$ cat config.mk
export PLATFORM = sky130hd
export DESIGN_NAME = sram_frame_reader
export DESIGN_NICKNAME = d
export VERILOG_FILES = /design/src/rtl/sram_frame_reader.sv
export SDC_FILE = /design/constraint.sdc
export NUM_CORES = 1
export LEC_CHECK = 0
export CORE_MARGIN = 2
export CORE_UTILIZATION = 59
export DETAILED_ROUTE_END_ITERATION = 7
export GPL_ROUTABILITY_DRIVEN = 0
export GPL_TIMING_DRIVEN = 0
export PLACE_DENSITY = 0.84
export RECOVER_POWER = 100
export SYNTH_ARGS = -nofsm -noshare
export SYNTH_HDL_FRONTEND = slang
export SYNTH_SLANG_ARGS = --single-unit
export TNS_END_PERCENT = 1
$ cat constraint.sdc
create_clock -name clock -period 6.9 [get_ports clock]
set_input_delay 1.38 -clock clock [delete_from_list [all_inputs] [get_ports clock]]
set_output_delay 1.38 -clock clock [all_outputs]
set_load 0.05 [all_outputs]
$ cat src/rtl/sram_frame_reader.sv
// Streams a block of SRAM words out of one arbiter read port as an 8-bit pixel stream.
// Word requests are credit-limited so every returned word has a buffer slot waiting for it.
module sram_frame_reader #(
    parameter int unsigned ADDR_WIDTH      = 18,
    parameter int unsigned MAX_OUTSTANDING = 8
) (
    input  logic                  clock,
    input  logic                  reset_n,
    input  logic                  start,
    input  logic [ADDR_WIDTH-1:0] base_addr,
    input  logic [ADDR_WIDTH-1:0] num_words,
    output logic                  busy,
    output logic                  done,
    output logic                  rd_addr_valid,
    input  logic                  rd_addr_ready,
    output logic [ADDR_WIDTH-1:0] rd_addr,
    input  logic                  rd_data_valid,
    output logic                  rd_data_ready,
    input  logic [31:0]           rd_data,
    output logic                  pix_valid,
    input  logic                  pix_ready,
    output logic [7:0]            pix,
    output logic                  pix_last
);

    localparam int unsigned PTR_W = $clog2(MAX_OUTSTANDING);
    localparam int unsigned CRD_W = PTR_W + 1;
    localparam int unsigned CNT_W = ADDR_WIDTH + 1;

    localparam logic [1:0] IDLE  = 2'd0;
    localparam logic [1:0] ISSUE = 2'd1;
    localparam logic [1:0] DRAIN = 2'd2;
    localparam logic [1:0] FIN   = 2'd3;

    logic [1:0]            state_q, state_d;
    logic [ADDR_WIDTH-1:0] base_q, base_d;
    logic [CNT_W-1:0]      num_q, num_d;
    logic [CNT_W-1:0]      issued_q, issued_d;
    logic [CNT_W-1:0]      emitted_q, emitted_d;
    logic [CRD_W-1:0]      credits_q, credits_d;
    logic [CRD_W-1:0]      fill_q, fill_d;
    logic [PTR_W-1:0]      wr_ptr_q, wr_ptr_d;
    logic [PTR_W-1:0]      rd_ptr_q, rd_ptr_d;
    logic [1:0]            byte_q, byte_d;
    logic [31:0]           mem [MAX_OUTSTANDING];

    logic        active;
    logic        issue_fire;
    logic        wr_en;
    logic        pix_fire;
    logic        pop;
    logic [31:0] head_word;

    assign active        = (state_q == ISSUE) || (state_q == DRAIN);
    assign busy          = active;
    assign done          = (state_q == FIN);
    assign rd_addr_valid = (state_q == ISSUE) && (credits_q < CRD_W'(MAX_OUTSTANDING));
    assign issue_fire    = rd_addr_valid && rd_addr_ready;
    assign rd_addr       = base_q + issued_q[ADDR_WIDTH-1:0];
    assign rd_data_ready = 1'b1;
    // Words landing outside a job are popped from the arbiter and dropped.
    assign wr_en         = rd_data_valid && active;

    assign head_word = mem[rd_ptr_q];
    assign pix_valid = active && (fill_q != '0);
    assign pix       = pix_valid ? head_word[{byte_q, 3'b000} +: 8] : 8'd0;
    assign pix_last  = pix_valid && (byte_q == 2'd3) && (emitted_q == num_q - CNT_W'(1));
    assign pix_fire  = pix_valid && pix_ready;
    assign pop       = pix_fire && (byte_q == 2'd3);

    always_comb begin
        state_d   = state_q;
        base_d    = base_q;
        num_d     = num_q;
        issued_d  = issue_fire ? issued_q + CNT_W'(1) : issued_q;
        emitted_d = pop ? emitted_q + CNT_W'(1) : emitted_q;
        byte_d    = pix_fire ? byte_q + 2'd1 : byte_q;
        credits_d = credits_q + CRD_W'(issue_fire) - CRD_W'(pop);
        fill_d    = fill_q + CRD_W'(wr_en) - CRD_W'(pop);
        wr_ptr_d  = wr_en ? wr_ptr_q + PTR_W'(1) : wr_ptr_q;
        rd_ptr_d  = pop ? rd_ptr_q + PTR_W'(1) : rd_ptr_q;

        unique case (state_q)
            IDLE: begin
                if (start) begin
                    base_d    = base_addr;
                    num_d     = {1'b0, num_words};
                    issued_d  = '0;
                    emitted_d = '0;
                    byte_d    = 2'd0;
                    credits_d = '0;
                    fill_d    = '0;
                    wr_ptr_d  = '0;
                    rd_ptr_d  = '0;
                    state_d   = (num_words != '0) ? ISSUE : FIN;
                end
            end
            ISSUE: begin
                if (issue_fire && (issued_q + CNT_W'(1) == num_q)) begin
                    state_d = DRAIN;
                end
            end
            DRAIN: begin
                if (pix_fire && pix_last) begin
                    state_d = FIN;
                end
            end
            FIN: begin
                state_d = IDLE;
            end
            default: begin
                state_d = IDLE;
            end
        endcase
    end

    always_ff @(posedge clock or negedge reset_n) begin
        if (!reset_n) begin
            state_q   <= IDLE;
            base_q    <= '0;
            num_q     <= '0;
            issued_q  <= '0;
            emitted_q <= '0;
            credits_q <= '0;
            fill_q    <= '0;
            wr_ptr_q  <= '0;
            rd_ptr_q  <= '0;
            byte_q    <= 2'd0;
        end else begin
            state_q   <= state_d;
            base_q    <= base_d;
            num_q     <= num_d;
            issued_q  <= issued_d;
            emitted_q <= emitted_d;
            credits_q <= credits_d;
            fill_q    <= fill_d;
            wr_ptr_q  <= wr_ptr_d;
            rd_ptr_q  <= rd_ptr_d;
            byte_q    <= byte_d;
        end
    end

    // Storage needs no reset: fill_q gates every read of it.
    always_ff @(posedge clock) begin
        if (wr_en) begin
            mem[wr_ptr_q] <= rd_data;
        end
    end

endmodule

== After elaboration in Yosys (flattened, before gate mapping) ==
Memories as Yosys holds them, arrays and structs flattened.
Cells that the tools add are included.

* Add/subtract/negate cells: 11
* Order comparisons: 1
* Equal/unequal tests: 9
* Shifts and indexed selects: 1
* Mux-type cells: 27
* Reductions and logical operators: 16

{| class="wikitable"
|+ Operators with widths
! operator !! number
|-
| 19-bit 2-to-1 mux || 6
|-
| 19-bit by 1-bit adder with 19-bit output, second input constant || 2
|-
| 32-bit by 6-bit indexed part select with 8-bit output || 1
|-
| 19-bit by 18-bit equality test with 1-bit output || 1
|-
| 19-bit equality test || 1
|-
| 18-bit by 1-bit subtractor with 19-bit output, second input constant || 1
|-
| 18-bit adder || 1
|-
| 3-bit 2-to-1 mux || 6
|-
| 18-bit nonzero test || 1
|-
| 4-bit 2-to-1 mux || 4
|-
| 2-bit 2-to-1 mux || 7
|-
| 1-bit logical AND || 10
|-
| 4-bit by 1-bit adder with 4-bit output || 2
|-
| 8-bit 2-to-1 mux || 1
|-
| 2-bit one-hot mux with 4 select lines || 1
|-
| 4-bit by 1-bit subtractor with 4-bit output || 2
|-
| 3-bit by 1-bit adder with 3-bit output, second input constant || 2
|-
| 2-bit equality test, second input constant || 3
|-
| 4-bit < comparator, second input constant || 1
|-
| 2-bit by 1-bit != test with 1-bit output, second input constant || 2
|-
| 4-bit nonzero test || 1
|-
| 3-bit AND reduction || 1
|-
| 2-bit by 1-bit adder with 2-bit output, second input constant || 1
|-
| 2-bit by 1-bit equality test with 1-bit output, second input constant || 1
|-
| other kinds (5) || 6
|}

* Register bits: 92
* Bits in writable memories: 256
* Input port bits: 74
* Memories kept: 1

{| class="wikitable"
|+ Memory list
! memory !! words !! bits a word !! rd ports !! clocked after Yosys merged registers in !! write ports !! RTL line !! source
|-
| mem || 8 || 32 || 1 || 0 || 1 || 45 || <nowiki>logic [31:0] mem [MAX_OUTSTANDING];</nowiki>
|}

== Longest topological paths before layout ==
* Word-level depth: 8
* Depth in mapped cells: 13
* Depth with buffers taken out: 12

== Least setup slack after synthesis ==
Ideal clock, no wire load.

* Path type: input to register
* Start: input port rd_data_valid
* End: memory mem[4][0], enable pin
* Setup time: 0.513 ns
* Data arrival time: 4.939 ns
* Required time: 6.387 ns
* Setup slack: 1.448 ns
* Cell stages on the path: 2
* Path buffers: 0
* Cells stage by stage: nand2_1 nor4b_1

* Cells in the longest elaborated chain, start to end: 3

{| class="wikitable"
|+ Ends and longest elaborated chain
! what !! RTL line !! source
|-
| start, declared || 17 || <nowiki>input logic rd_data_valid,</nowiki>
|-
| 1-bit logical AND || 62 || <nowiki>assign wr_en = rd_data_valid && active;</nowiki>
|-
| 1-bit 2-to-1 mux || 145 || <nowiki>if (wr_en) begin</nowiki>
|-
| 1-bit 2-to-1 mux (implied by the code) || 146 || <nowiki>mem[wr_ptr_q] <= rd_data;</nowiki>
|-
| end, declared || 45 ||
|}

Every way passes these cells.

== Worst setup path after layout ==
* Start: register issued_q[3]
* End: output port rd_addr[17]

* Cells in the longest elaborated chain, start to end: 1

{| class="wikitable"
|+ Ends and longest elaborated chain
! what !! RTL line !! source
|-
| start, declared || 38 || <nowiki>logic [CNT_W-1:0] issued_q, issued_d;</nowiki>
|-
| start signal, assigned || 133 || <nowiki>issued_q <= issued_d;</nowiki>
|-
| 18-bit adder || 59 || <nowiki>assign rd_addr = base_q + issued_q[ADDR_WIDTH-1:0];</nowiki>
|-
| end, declared || 16 || <nowiki>output logic [ADDR_WIDTH-1:0] rd_addr,</nowiki>
|}

Every way passes these cells.

==> qor.txt <==
FILL cells - 1685
# IOs - 106
WL per Instance - 23.9 um
nature of the critical path endpoint - output pin
Tmin final - 6.33 ns
Worst Path Buf+Inv - 1
detailed-route DRC error count - 0
Die ar. - 28500 sq um
Post-CTS Hold Buffers - 0
skew final - 0.0370 ns
max-capacitance violation count - 7
Gate power share - 0.362
Starting Density - 0.597
worst slew pin tran - 3.36 ns
Post-DP HPWL - 26.4 mm
clock root cell - clkbuf_16
CP delay by family, top - compound AO/OA/AOI/OAI gates
CTS Buf Count - 36
synth-to-layout area growth - 17.4%
final hold viol count - 0
global route total overflow - 0
Multi-input gate area - 5700 sq um
Setup WS pre-CTS - 1.47 ns
WS Path Type - flop to output pin
Peak Freq - 158 MHz
EDFF count, synth - 256
maximum VDD drop - 0.000427 V
synthesized area - 16000 sq um
final antenna-violating net count - 0
Skew-Pair Late Insertion Delay - 0.55 ns
layout cells sized above 1 - 0.117
Synth Flop Type - edfxtp_1
Hold Path Depth - 2
initial antenna violation count - 2
crit path cell chain - ha_1 -> a21oi_1 -> o22ai_1 -> a2111oi_0 -> o31ai_1 -> a41o_1 -> or4_1 -> a2111o_1 -> o211a_1 -> clkdlybuf4s50_1
Syn Nets - 1231
sequential cell area - 9990 sq um
Synth cell types - 67
final wirelength - 39.5 mm
failing checks - max-capacitance violations, max-slew violations
CP startpoint kind - flop
vias per cell - 6.18
Final TNS setup - 0 ns
Core Region - 26800 sq um
asr flop ratio synth - 0.264
die height - 169 um
largest net degree at the start of global routing - 64
sequential power share - 0.369
status - finished, violations left
post-synthesis register bit count - 348
CP Max Fanout - 8
number of H-tree levels - 2
DR pass1 iterations - 5
Final nets - 1401
Die Wd - 169 um
Crit path required time - 5.52 ns
RSZ-0062 raised after global routing - false
Leak - 6.88 nW
Hold Path Class - flop to flop
vias in the first global route - 10500
setup slack after layout - 0.574 ns
synth warn - 0
slew margin rel. - -1.24
Clock transition at path regs - 0.06 ns
Syn Inst Count - 1117
reg2reg path depth - 8
P_sw - 2.68 mW
power per cell area - 396 nW/um^2
Max Slew Vio Count - 147
Worst Path Arrival - 4.95 ns
Clock Path Buffers - 3
Setup Buffers After CTS - 0
fin crit share - 0.917
most common cell after layout, fill and taps aside - edfxtp_1
syn_area_per_cell - 14.3 sq um
WP depth - 10
internal power - 4.77 mW
endpoints failing setup - 0
post-synthesis sequential area ratio - 0.624
CTS tree - yes
first-pass GRT wire length - 60.7 mm
gr usage total - 0.287
slowest CP cell - a2111oi_0
# rows - 60
slowest cell delay on critical path - 0.99 ns
DRT iter0 DRCs - 974
switching share of power - 0.360
Clock Sinks - 348
Vias - 10200
CTS resizes - 0
most frequent cells in the layout - edfxtp_1 (256), nand2_1 (143), dfrtp_1 (92)
port buffer count - 104
clock share of power - 0.269
-- sequential cells by signal, indices dropped and copies added, names as in the netlist, 4 cells and up --
name and cells:
emitted_q 19, issued_q 19, credits_q 4, base_q 18
num_q 18, mem 256, fill_q 4
-- cell families (layout without fill, tap and decap cells) --
kind of cell	Yosys count	after routing	synth area share
XOR/XNOR	98	98	0.0545
other	1	2	0.000234
flip-flops	348	348	0.624
AND/OR/NAND/NOR	369	369	0.110
adder cells (fa/ha/maj)	40	40	0.0327
AO/OA/AOI/OAI	88	88	0.0357
buffers and inverters	76	274	0.0192
multiplexers	97	97	0.123
-- worst min-delay path: stages, from the launching register on --
cell     delay (ns)
dfrtp_1        0.35
nand2_1        0.05
nand2_1        0.05
-- power groups by stage --
stage	clock (mW)	combinational, mW	sequential (mW)
6_report	2.00	2.70	2.75
5_1_grt	2.10	2.90	2.77
4_1_cts	2.02	2.80	2.74
3_5_place_dp	0	2.76	2.77
3_3_place_gp	0	2.62	2.79
2_1_floorplan	0	1.92	2.73
-- stage by stage --
| step | power, mW | area, sq um | std cells | hold slack, ns | utilization |
|---|---|---|---|---|---|
| 2_1_floorplan | 4.65 | 16000 | 1117 | 0.452 | - |
| 3_3_place_gp | 5.41 | 17500 | 1562 | 0.468 | 0.652 |
| 3_5_place_dp | 5.53 | 17800 | 1590 | 0.473 | 0.665 |
| 4_1_cts | 7.56 | 19100 | 1656 | 0.491 | 0.711 |
| 5_1_grt | 7.76 | 18800 | 1656 | 0.516 | 0.701 |
| 6_report | 7.45 | 18800 | 1657 | 0.487 | 0.701 |
-- worst paths after layout --
check,from,to,slack (ns)
max reg2reg,state_q[0],mem[4][7],2.31
min in group asynchronous,reset_n,base_q[9],1.22
min,base_q[9],base_q[9],0.49
max in group asynchronous,reset_n,emitted_q[15],1.74
min reg2reg,base_q[9],base_q[9],0.49
max,issued_q[3],rd_addr[17],0.57
-- cells in the mapped netlist (11+ instances only) --
master / instances / area share
clkbuf_1: 40 / 0.0094
nand3_1: 31 / 0.0097
nand4_1: 12 / 0.0047
dfrtp_1: 92 / 0.14
a21oi_1: 31 / 0.0097
nand2_1: 143 / 0.034
xor2_1: 48 / 0.026
edfxtp_1: 256 / 0.48
nor2_1: 82 / 0.019
inv_1: 23 / 0.0054
mux4_2: 80 / 0.11
o21ai_0: 18 / 0.0056
xnor2_1: 49 / 0.027
and3_1: 11 / 0.0043
ha_1: 37 / 0.029
mux2i_1: 15 / 0.0094
nor3_1: 20 / 0.0063
-- layer usage --
metal	GRT usage	part of all wire	wire, um
met2	0.511	0.53	20800
met5	0	0.00023	9
met4	0.112	0.036	1420
met3	0.0482	0.074	2940
met1	0.352	0.36	14300
-- layout make-up --
class | instances | share of cell area
antenna | 1 | 0.000133
buffer | 53 | 0.0117
clock buffer | 40 | 0.0487
clock inverter | 26 | 0.0166
inverter | 23 | 0.00459
multi-input combinational | 693 | 0.303
sequential | 348 | 0.531
tap | 341 | 0.0227
timing repair buffer | 132 | 0.0606
No activity file was read; power rests on OpenSTA's default activity.
